==> config.mk <==
export PLATFORM = sky130hd
export DESIGN_NAME = gemm_acc_wb
export DESIGN_NICKNAME = d
export VERILOG_FILES = /design/src/rtl/gemm_pkg.sv /design/src/rtl/gemm_wb_writer.sv /design/src/rtl/gemm_acc_wb.sv
export SDC_FILE = /design/constraint.sdc
export NUM_CORES = 1
export LEC_CHECK = 0
export CAP_MARGIN = 20
export CORE_UTILIZATION = 30
export CTS_CLUSTER_DIAMETER = 200
export DETAILED_ROUTE_END_ITERATION = 8
export PLACE_DENSITY = 0.51
export SLEW_MARGIN = 40
export SYNTH_ARGS = -nofsm -noshare
export SYNTH_HDL_FRONTEND = slang
export SYNTH_SLANG_ARGS = --single-unit
==> constraint.sdc <==
create_clock -name clk -period 7.8 [get_ports clk]
set_input_delay 1.56 -clock clk [delete_from_list [all_inputs] [get_ports clk]]
set_output_delay 1.56 -clock clk [all_outputs]
set_load 0.1 [all_outputs]
==> src/rtl/gemm_pkg.sv <==
// Shared GEMM definitions: FSM state encoding used by the core and the
// accumulate/write-back stage, plus the lane count.
package gemm_pkg;

  localparam int GEMM_LANES = 4;

  typedef enum logic [1:0] {
    S_IDLE  = 2'd0,
    S_ACC   = 2'd1,
    S_DRAIN = 2'd2,
    S_DONE  = 2'd3
  } gemm_state_t;

endpackage

==> src/rtl/gemm_wb_writer.sv <==
// bram2 write-back engine: holds one four-lane snapshot and streams it out as
// four consecutive word writes, advancing the write address by one group each time.
module gemm_wb_writer
  import gemm_pkg::*;
#(
  parameter int DWIDTH = 32,
  parameter int AWIDTH = 12
) (
  input  logic                                   clk,
  input  logic                                   reset,
  input  logic                                   init,
  input  logic [AWIDTH-1:0]                      base_addr,
  input  logic                                   load,
  input  logic [GEMM_LANES-1:0][DWIDTH-1:0]      load_data,
  output logic                                   busy,
  output logic [AWIDTH-1:0]                      addr_b2,
  output logic                                   ce_b2,
  output logic                                   we_b2,
  output logic [DWIDTH-1:0]                      d_b2
);

  logic [GEMM_LANES-1:0][DWIDTH-1:0] snap;
  logic [1:0]                        lane_ptr;
  logic [AWIDTH-1:0]                 wr_addr;

  // Lane 0 is issued straight from load_data in the load cycle, so a snapshot
  // arriving while lane 3 is on the port chains into the next group with no gap.
  always_ff @(posedge clk) begin
    if (reset) begin
      snap     <= '0;
      lane_ptr <= 2'd0;
      wr_addr  <= '0;
      busy     <= 1'b0;
      addr_b2  <= '0;
      ce_b2    <= 1'b0;
      we_b2    <= 1'b0;
      d_b2     <= '0;
    end else begin
      ce_b2   <= 1'b0;
      we_b2   <= 1'b0;
      addr_b2 <= '0;
      d_b2    <= '0;
      if (init) begin
        wr_addr <= base_addr;
      end
      if (load && !busy) begin
        snap     <= load_data;
        ce_b2    <= 1'b1;
        we_b2    <= 1'b1;
        addr_b2  <= wr_addr;
        d_b2     <= load_data[0];
        lane_ptr <= 2'd1;
        busy     <= 1'b1;
      end else if (busy) begin
        ce_b2    <= 1'b1;
        we_b2    <= 1'b1;
        addr_b2  <= wr_addr + AWIDTH'(lane_ptr);
        d_b2     <= snap[lane_ptr];
        lane_ptr <= lane_ptr + 2'd1;
        if (lane_ptr == 2'd3) begin
          busy    <= 1'b0;
          wr_addr <= wr_addr + AWIDTH'(GEMM_LANES);
        end
      end
    end
  end

endmodule

==> src/rtl/gemm_acc_wb.sv <==
// GEMM accumulate/write-back stage: sums each lane over groups of beats and
// writes every group's four sums to bram2. Optional macro GEMM_ACC_RELU_EN clamps negative sums to 0.
module gemm_acc_wb
  import gemm_pkg::*;
#(
  parameter int DWIDTH  = 32,
  parameter int AWIDTH  = 12,
  parameter int CNT_BIT = 31
) (
  input  logic               clk,
  input  logic               reset,
  input  logic               i_run,
  input  logic [CNT_BIT-1:0] i_num_cnt,
  input  logic [CNT_BIT-1:0] i_acc_len,
  input  logic [AWIDTH-1:0]  i_base_addr,
  input  logic               i_valid,
  input  logic [DWIDTH-1:0]  i_result_0,
  input  logic [DWIDTH-1:0]  i_result_1,
  input  logic [DWIDTH-1:0]  i_result_2,
  input  logic [DWIDTH-1:0]  i_result_3,
  output logic               o_idle,
  output logic               o_busy,
  output logic               o_done,
  output logic               o_err,
  output logic [AWIDTH-1:0]  addr_b2,
  output logic               ce_b2,
  output logic               we_b2,
  output logic [DWIDTH-1:0]  d_b2,
  input  logic [DWIDTH-1:0]  q_b2,
  output logic [1:0]         dbg_state
);

  localparam logic [CNT_BIT-1:0] CNT_ONE = CNT_BIT'(1);

  // Handshake: i_valid has no ready; one beat is consumed on every cycle
  // i_valid is high while in S_ACC and is dropped silently in any other state.

  gemm_state_t                       state;
  logic [CNT_BIT-1:0]                num_cnt;
  logic [CNT_BIT-1:0]                acc_len;
  logic [CNT_BIT-1:0]                beat_cnt;
  logic [CNT_BIT-1:0]                grp_cnt;
  logic [GEMM_LANES-1:0][DWIDTH-1:0] acc;
  logic [GEMM_LANES-1:0][DWIDTH-1:0] result;
  logic [GEMM_LANES-1:0][DWIDTH-1:0] sum;
  logic [GEMM_LANES-1:0][DWIDTH-1:0] snap_val;
  logic                              start;
  logic                              beat;
  logic                              last_beat;
  logic                              grp_close;
  logic                              wr_busy;
  logic                              unused_q_b2;

  assign result      = {i_result_3, i_result_2, i_result_1, i_result_0};
  assign start       = (state == S_IDLE) && i_run;
  assign beat        = (state == S_ACC) && i_valid;
  assign last_beat   = beat && ((beat_cnt + CNT_ONE) == num_cnt);
  assign grp_close   = beat && ((grp_cnt == (acc_len - CNT_ONE)) || last_beat);
  assign unused_q_b2 = ^q_b2;

  always_comb begin
    sum      = '0;
    snap_val = '0;
    for (int k = 0; k < GEMM_LANES; k++) begin
      sum[k] = acc[k] + result[k];
`ifdef GEMM_ACC_RELU_EN
      snap_val[k] = sum[k][DWIDTH-1] ? '0 : sum[k];
`else
      snap_val[k] = sum[k];
`endif
    end
  end

  always_ff @(posedge clk) begin
    if (reset) begin
      state    <= S_IDLE;
      num_cnt  <= '0;
      acc_len  <= CNT_ONE;
      beat_cnt <= '0;
      grp_cnt  <= '0;
      acc      <= '0;
      o_err    <= 1'b0;
    end else begin
      case (state)
        S_IDLE: begin
          if (i_run) begin
            num_cnt  <= i_num_cnt;
            acc_len  <= (i_acc_len == '0) ? CNT_ONE : i_acc_len;
            beat_cnt <= '0;
            grp_cnt  <= '0;
            acc      <= '0;
            o_err    <= 1'b0;
            state    <= (i_num_cnt == '0) ? S_DONE : S_ACC;
          end
        end
        S_ACC: begin
          if (i_valid) begin
            beat_cnt <= beat_cnt + CNT_ONE;
            if (grp_close) begin
              // A close while the writer still owns the previous snapshot is lost.
              acc     <= '0;
              grp_cnt <= '0;
              if (wr_busy) begin
                o_err <= 1'b1;
              end
            end else begin
              acc     <= sum;
              grp_cnt <= grp_cnt + CNT_ONE;
            end
            if (last_beat) begin
              state <= S_DRAIN;
            end
          end
        end
        S_DRAIN: begin
          if (!wr_busy) begin
            state <= S_DONE;
          end
        end
        S_DONE:  state <= S_IDLE;
        default: state <= S_IDLE;
      endcase
    end
  end

  assign o_idle    = (state == S_IDLE);
  assign o_busy    = (state == S_ACC) || (state == S_DRAIN);
  assign o_done    = (state == S_DONE);
  assign dbg_state = state;

  gemm_wb_writer #(
    .DWIDTH (DWIDTH),
    .AWIDTH (AWIDTH)
  ) u_writer (
    .clk       (clk),
    .reset     (reset),
    .init      (start),
    .base_addr (i_base_addr),
    .load      (grp_close),
    .load_data (snap_val),
    .busy      (wr_busy),
    .addr_b2   (addr_b2),
    .ce_b2     (ce_b2),
    .we_b2     (we_b2),
    .d_b2      (d_b2)
  );

endmodule

==> results.md, run 1 <==
- Register area share after synthesis: 35.3%
- Sink Count: approximately 440
- Number of I/O pins: 290
- First-pass GRT wire length: around 130000 um
- Synth area leader: dfxtp_1
- CTS Root Cell: clkbuf_16
- Syn nets: roughly 3400
- R2R depth: 13
- Fin crit period: a little under 5000 ps
- Origin of the worst setup path: beat_cnt[0]
- Yosys cell types: 86
- Crit path kind: reg2reg
- Rows: 105
- Max-slew headroom: between 30 and 40%
- Largest net degree at the start of global routing: 80
- Total negative slack: 0 ps
- CP endpoint kind: flop
- Cts repair resizes: 0
- Fin. max-slew vios: 0
- WL per Instance: ~20 um
- Worst skew pair latency: approximately 650 ps
- Mapped cell area: about 25000 um2
- Total GRT Usage: 19.9%
- H-tree depth: 2
- Synth area leaders: dfxtp_1 (35%), nand2_1 (7.4%), a21oi_1 (6.8%), ha_1 (6.7%), xnor2_1 (4.7%)
- Worst r2r src: beat_cnt[0]
- Leakage: ~0.012 uW
- Core area: about 82000 um2
- Final wirelength: 86400 um
- TritonRoute pass-1 iters: 7
- Clock power frac: 39.4%
- Hold_buf cts: 0
- Worst hold path type: reg2reg
- Area growth from synthesis to layout: 20.7%
- Placed cell count: between 4000 and 5000
- Post-synthesis async set-or-reset flop share: 0%
- Worst R2R End: u_writer.snap[63]
- Die height: a little under 300 um
- Avg Inst Size Synth: 8.25 um2
- Psw: between 2000 and 2500 uW
- Flop pwr share: 36.1%
- Setup Skew: between 40 and 50 ps
- CTS tree: done
- Vias in the first global route: roughly 22000
- Clock buffer depth: 3
- GP Congestion: around 0.87
- Final Hold Fails: 0
- Initial core utilization: between 30 and 40%
- Tot Pwr: about 7000 uW
- Placed Area: roughly 28000 um2
- Layout cell share with drive strength beyond 1: under 10%
- Commonest cells in the netlist: nand2_1 (494), dfxtp_1 (443), a21oi_1 (341), nor2_1 (205), xnor2_1 (136)
- Global Route met2 Usage: approximately 30%
- Worst slew pin tran: slightly above 900 ps
- Crit path launch type: flop
- Reg2reg setup slack: 2880 ps
- Top cell type's share of synthesized area: 35.3%
- DP Wirelength: around 64000 um
- Sw Ratio: roughly a third
- Final instance area: roughly 30000 um2
- Grt met1 use: approximately 30%
- # port buffers: 257
- Antenna violations before repair: 5
- Maximum VDD drop: ~0.18 mV
- Routing usage on met3: 2.83%
- Most Crowded Layer GR: met2
- WP data required: 8270 ps
- Worst path slowest cell: nor4_1
- Die X: slightly below 300 um
- # DRC: 0
- Fmax: 203 MHz
- RSZ-0062 raised after global routing: no
- Worst stage delay on the critical path: just under 700 ps
- Via Count: approximately 23000
- Final Non-Filler Cells: ~4300
- Gr ovfl total: 0
- Max-Cap Viols: 0
- Predominant post-synthesis flop cell: dfxtp_1
- Data arrival, critical path: 5380 ps
- Setup-failing EPs final: 0
- Die Area: 84800 um2
- Reg clk slew, reported paths: roughly 60 ps
- Ys Warns: 0
- Most common cell in the netlist: nand2_1
- Post-CTS setup buffers: 0
- Cells after Synth: 3041
- Fin crit share: between 60% and 70%
- Worst-path fanout max: 55
- Status: complete, no violations
- Yosys reg bits: 443
- DR vias/cell: 5.25
- Initial DRC Count: around 1600
- Cells along the critical path: ha_1 > nand3_1 > nor4_1 > a221oi_1 > nor2_1 > o21ai_0 > and4bb_2 > a31oi_1 > buf_4 > or2_4 > buf_4 > nor3b_1 > a2111oi_0
- Power per cell area: about 230 nW/um2
- Comb pwr share: between 20% and 30%
- EDFF count, synth: 0
- Top cell by count, worst path: buf_4
- Fin nets: about 3600
- Int Power: between 4000 and 5000 uW
- Num CTS Buffers: between 50 and 60
- Critical Path Sink: u_writer.snap[63]
- ANT nets after route: 0
stage by stage:
| stage | hold WS (ps) | setup WS, ps | util, % |
|---|---|---|---|
| 2_1_floorplan | 426 | 3400 | - |
| 3_3_place_gp | 437 | 2380 | 34.7 |
| 3_5_place_dp | 441 | 2350 | 34.3 |
| 4_1_cts | 449 | 2950 | 36.7 |
| 5_1_grt | 462 | 2570 | 36.8 |
| 6_report | 449 | 2880 | 36.8 |
final cells by class:
| class | instances | area, um2 |
|---|---|---|
| multi-input combinational | 2378 | 15400 |
| timing repair buffer | 284 | 2560 |
| tap | 1070 | 1340 |
| inverter | 50 | 188 |
| antenna | 1 | 2.50 |
| clock buffer | 73 | 1560 |
| clock inverter | 28 | 378 |
| sequential | 443 | 8870 |
| fill | 8594 | 52100 |
cell usage in the layout (no fill, tap or decap), types with 29 or more instances in the layout:
cell             instances
a22o_1                  93
mux4_2                  32
clkdlybuf4s50_1        204
ha_1                   135
xor2_1                  90
dfxtp_1                440
o21ai_0                134
a211oi_1                29
clkbuf_16               55
and3_1                  43
inv_1                   49
nand2_1                493
a21o_1                  63
nand4_1                 43
nor2_1                 202
nand3_1                 89
buf_2                   52
nor3_1                  51
a21oi_1                340
nor4_1                  37
xnor2_1                136
power groups by stage:
stage	sequential [uW]	combinational (uW)	clock [uW]
after detailed placement	2550	1690	0
after global placement	2550	1700	0
after CTS	2510	1700	2800
final	2510	1700	2730
after floorplan	2530	1140	0
after global routing	2520	1870	2890
sequential cells by signal (all words and copies together) (netlist names):
name / count
u_writer.lane_ptr: 2
acc_len: 31
u_writer.wr_addr: 12
grp_cnt: 31
num_cnt: 31
u_writer.addr_b2: 12
acc: 128
dbg_state: 2
beat_cnt: 31
u_writer.d_b2: 32
o_err: 1
u_writer.ce_b2: 1
u_writer.snap: 128
u_writer.busy: 1
critical path, delay by kind of cell, from the launching register on:
family                     cells  cell delay, ps
and+or+nand+nor                6            2020
DFF                            1             460
buffers and inverters          2             770
AOI/OAI and AO/OA              4            1070
adders and majority gates      1             360
routing by layer:
metal / share of wire (%) / vias to the layer above
li1: - / 11400
met1: 50 / 10700
met2: 43 / 507
met3: 4.9 / 96
met4: 2.5 / 4
met5: 0.031 / -
worst min path at each step:
stage | end | start | slack (ps) | cells after the start
after detailed placement | u_writer.snap[66] | u_writer.snap[66] | 440 | 2
after floorplan | u_writer.snap[82] | u_writer.snap[82] | 430 | 2
after global placement | u_writer.snap[104] | u_writer.snap[104] | 440 | 2
final | u_writer.snap[59] | u_writer.snap[59] | 450 | 2
after global routing | u_writer.snap[66] | u_writer.snap[66] | 460 | 2
after CTS | u_writer.snap[66] | u_writer.snap[66] | 450 | 2
logic make-up after synthesis:
kind of cell / after synthesis / share of synthesized area [%]
adders and majority gates: 140 / 7.13
buffers and inverters: 220 / 3.57
DFF: 443 / 35.3
AOI/OAI and AO/OA: 870 / 22.3
muxes: 40 / 3.19
xor gates and xnor gates: 226 / 7.89
and+or+nand+nor: 1102 / 20.6
Note: power is estimated with default switching activity, not from simulation.
==> run 2: changes to the inputs <==
Clock period 7.8 ns to 4.7 ns, I/O delays scaled along.
==> results.md, run 2 (synthesis gave the netlist of run 1 again) <==
- Fin crit period: between 4000 and 5000 ps
- Number of I/O pins: 290
- Leakage: roughly 0.012 uW
- Final Hold Fails: 0
- Fin. max-slew vios: 0
- Max-slew headroom: between 50% and 60%
- Power per cell area: ~380 nW/um2
- R2R depth: 15
- Initial core utilization: between 30% and 40%
- Fin crit share: 89.7%
- First-pass GRT wire length: ~130000 um
- Die Area: 84800 um2
- Die height: 291 um
- Final WS setup: 485 ps
- Final hold slack: 450 ps
- Fmax: about 240 MHz
- Worst stage delay on the critical path: 630 ps
- Status: complete, no violations
- Fin nets: roughly 3600
- Area growth from synthesis to layout: 22.5%
- Seq. cell area: 8870 um2
- WL per Instance: 20.1 um
- Setup Skew: between 30 and 40 ps
- Total negative slack: 0 ps
- Data arrival, critical path: 4690 ps
- Final wirelength: between 80000 and 90000 um
- CTS tree: done
- Clock buffer depth: 3
- Worst-path fanout max: 7
- Reg clk slew, reported paths: around 60 ps
- Gr ovfl total: 0
- # DRC: 0
- Rows: approximately 110
- WP data required: 5170 ps
- GP Congestion: between 0.8 and 0.9
- Worst slew pin tran: between 700 and 800 ps
- Hold path depth: 2
- DR vias/cell: 5.24
- Place WS: slightly above 60 ps
- Max-Cap Viols: 0
- Leading cell type in the layout, fill and taps excluded: nand2_1
- Largest registers: acc (128), u_writer.snap (128), u_writer.d_b2 (32)
- Top cell by count, worst path: buf_4
- Worst r2r src: acc_len[0]
- Setup-failing EPs final: 0
- # fillers: 8521
- ANT nets after route: 0
- Die X: just under 300 um
- RSZ-0062 raised after global routing: no
- # port buffers: between 200 and 300
- Crit path kind: reg2reg
- Layout cell share with drive strength beyond 1: roughly 9%
- Multi-input gate area: between 15000 and 20000 um2
- H-tree depth: 2
- CTS Root Cell: clkbuf_16
- Reg2reg setup slack: ~480 ps
- Num CTS Buffers: 55
- Worst Hold Path EP: u_writer.snap[59]
- Crit path launch type: flop
- Initial DRC Count: approximately 1700
- Worst path slowest cell: or4b_1
- Hold wc startpoint: u_writer.snap[59]
- Vias in the first global route: ~22000
- Placed Area: approximately 29000 um2
- Commonest cells after routing, fill and taps aside: nand2_1 (493), dfxtp_1 (440), a21oi_1 (341)
- Largest net degree at the start of global routing: 97
- Worst skew pair latency: 620 ps
- Core area: about 82000 um2
- Cells along the critical path: inv_1 > ha_1 > or4b_1 > or4_4 > nor4_2 > xnor2_1 > nor4b_1 > and4_1 > a31oi_1 > buf_4 > nor2_4 > buf_4 > buf_4 > a22oi_1 > nor2_1
- CP endpoint kind: flop
- Final instance area: approximately 31000 um2
- Sink Count: ~440
- TritonRoute pass-1 iters: 5
- Worst hold path type: reg2reg
- Via Count: 22900
- Total GRT Usage: about a fifth
- DP Wirelength: 65500 um
- Post-layout util: a little under two fifths
- Worst R2R End: u_writer.addr_b2[0]
- Maximum VDD drop: 0.257 mV
- Antenna violations before repair: 5
-- run 2: cell types whose count changed in the layout (fill, tap and decap cells not counted), sizes merged --
cell      delta
buf         +44
inv          +1
bufinv       +4
clkinv       +2
clkinvlp     -5
clkbuf       -5
-- run 2: what timing repair did --
item / CTS / global route
endpoints found under the hold margin: 0 / 0
resized for setup: 0 / 0
endpoints found under the setup margin: 0 / 1
hold buffers: 0 / 0
setup buffers: 0 / 6
-- run 2: layout make-up --
| class | count | area share (%) |
|---|---|---|
| Sequential cell | 443 | 28.9 |
| Clock inverter | 30 | 1.50 |
| Timing Repair Buffer | 328 | 9.68 |
| Inverter | 50 | 0.615 |
| Clock buffer | 68 | 4.93 |
| Antenna cell | 1 | 0.00814 |
| Tap cell | 1070 | 4.36 |
| Multi-Input combinational cell | 2378 | 50.0 |
-- run 2: metal layers --
metal	GRT usage [%]	vias to the layer above	wire length (um)
li1	-	11400	-
met1	29.6	10800	43400
met2	31.1	537	38400
met3	2.66	77	4270
met4	4.36	2	1440
met5	0	-	11
-- run 2: worst max-delay path: cells and delay by family, from the launching register on --
family	cells	cell delay (ps)
AO/OA/AOI/OAI	2	930
XOR/XNOR	1	180
adder cells (fa/ha/maj)	1	200
buffers and inverters	4	610
flip-flops	1	360
AND/OR/NAND/NOR	7	1770
-- run 2: worst max-delay path by stage --
stage,from,endpoint,slack (ps),cells after the start
final,acc_len[0],u_writer.addr_b2[0],480,15
after global routing,acc_len[0],u_writer.snap[63],250,12
after CTS,beat_cnt[9],u_writer.d_b2[19],280,14
after detailed placement,i_result_0[0],u_writer.snap[28],60,15
after global placement,i_result_0[0],u_writer.d_b2[28],100,15
after floorplan,dbg_state[0],grp_cnt[19],790,13
-- run 2: power by group --
| group | total [uW] | switching [uW] | leakage [uW] | internal [uW] |
|---|---|---|---|---|
| sequential | 4160 | 200 | 0.00359 | 3960 |
| clock | 4630 | 1790 | 0.000964 | 2840 |
| combinational | 2950 | 1870 | 0.00754 | 1080 |
-- run 2: metrics by stage --
stage          power, uW  cells
3_3_place_gp        7180   4262
6_report           11700   4368
5_1_grt            12300   4368
4_1_cts            11900   4361
3_5_place_dp        7180   4263
2_1_floorplan       6090   3041
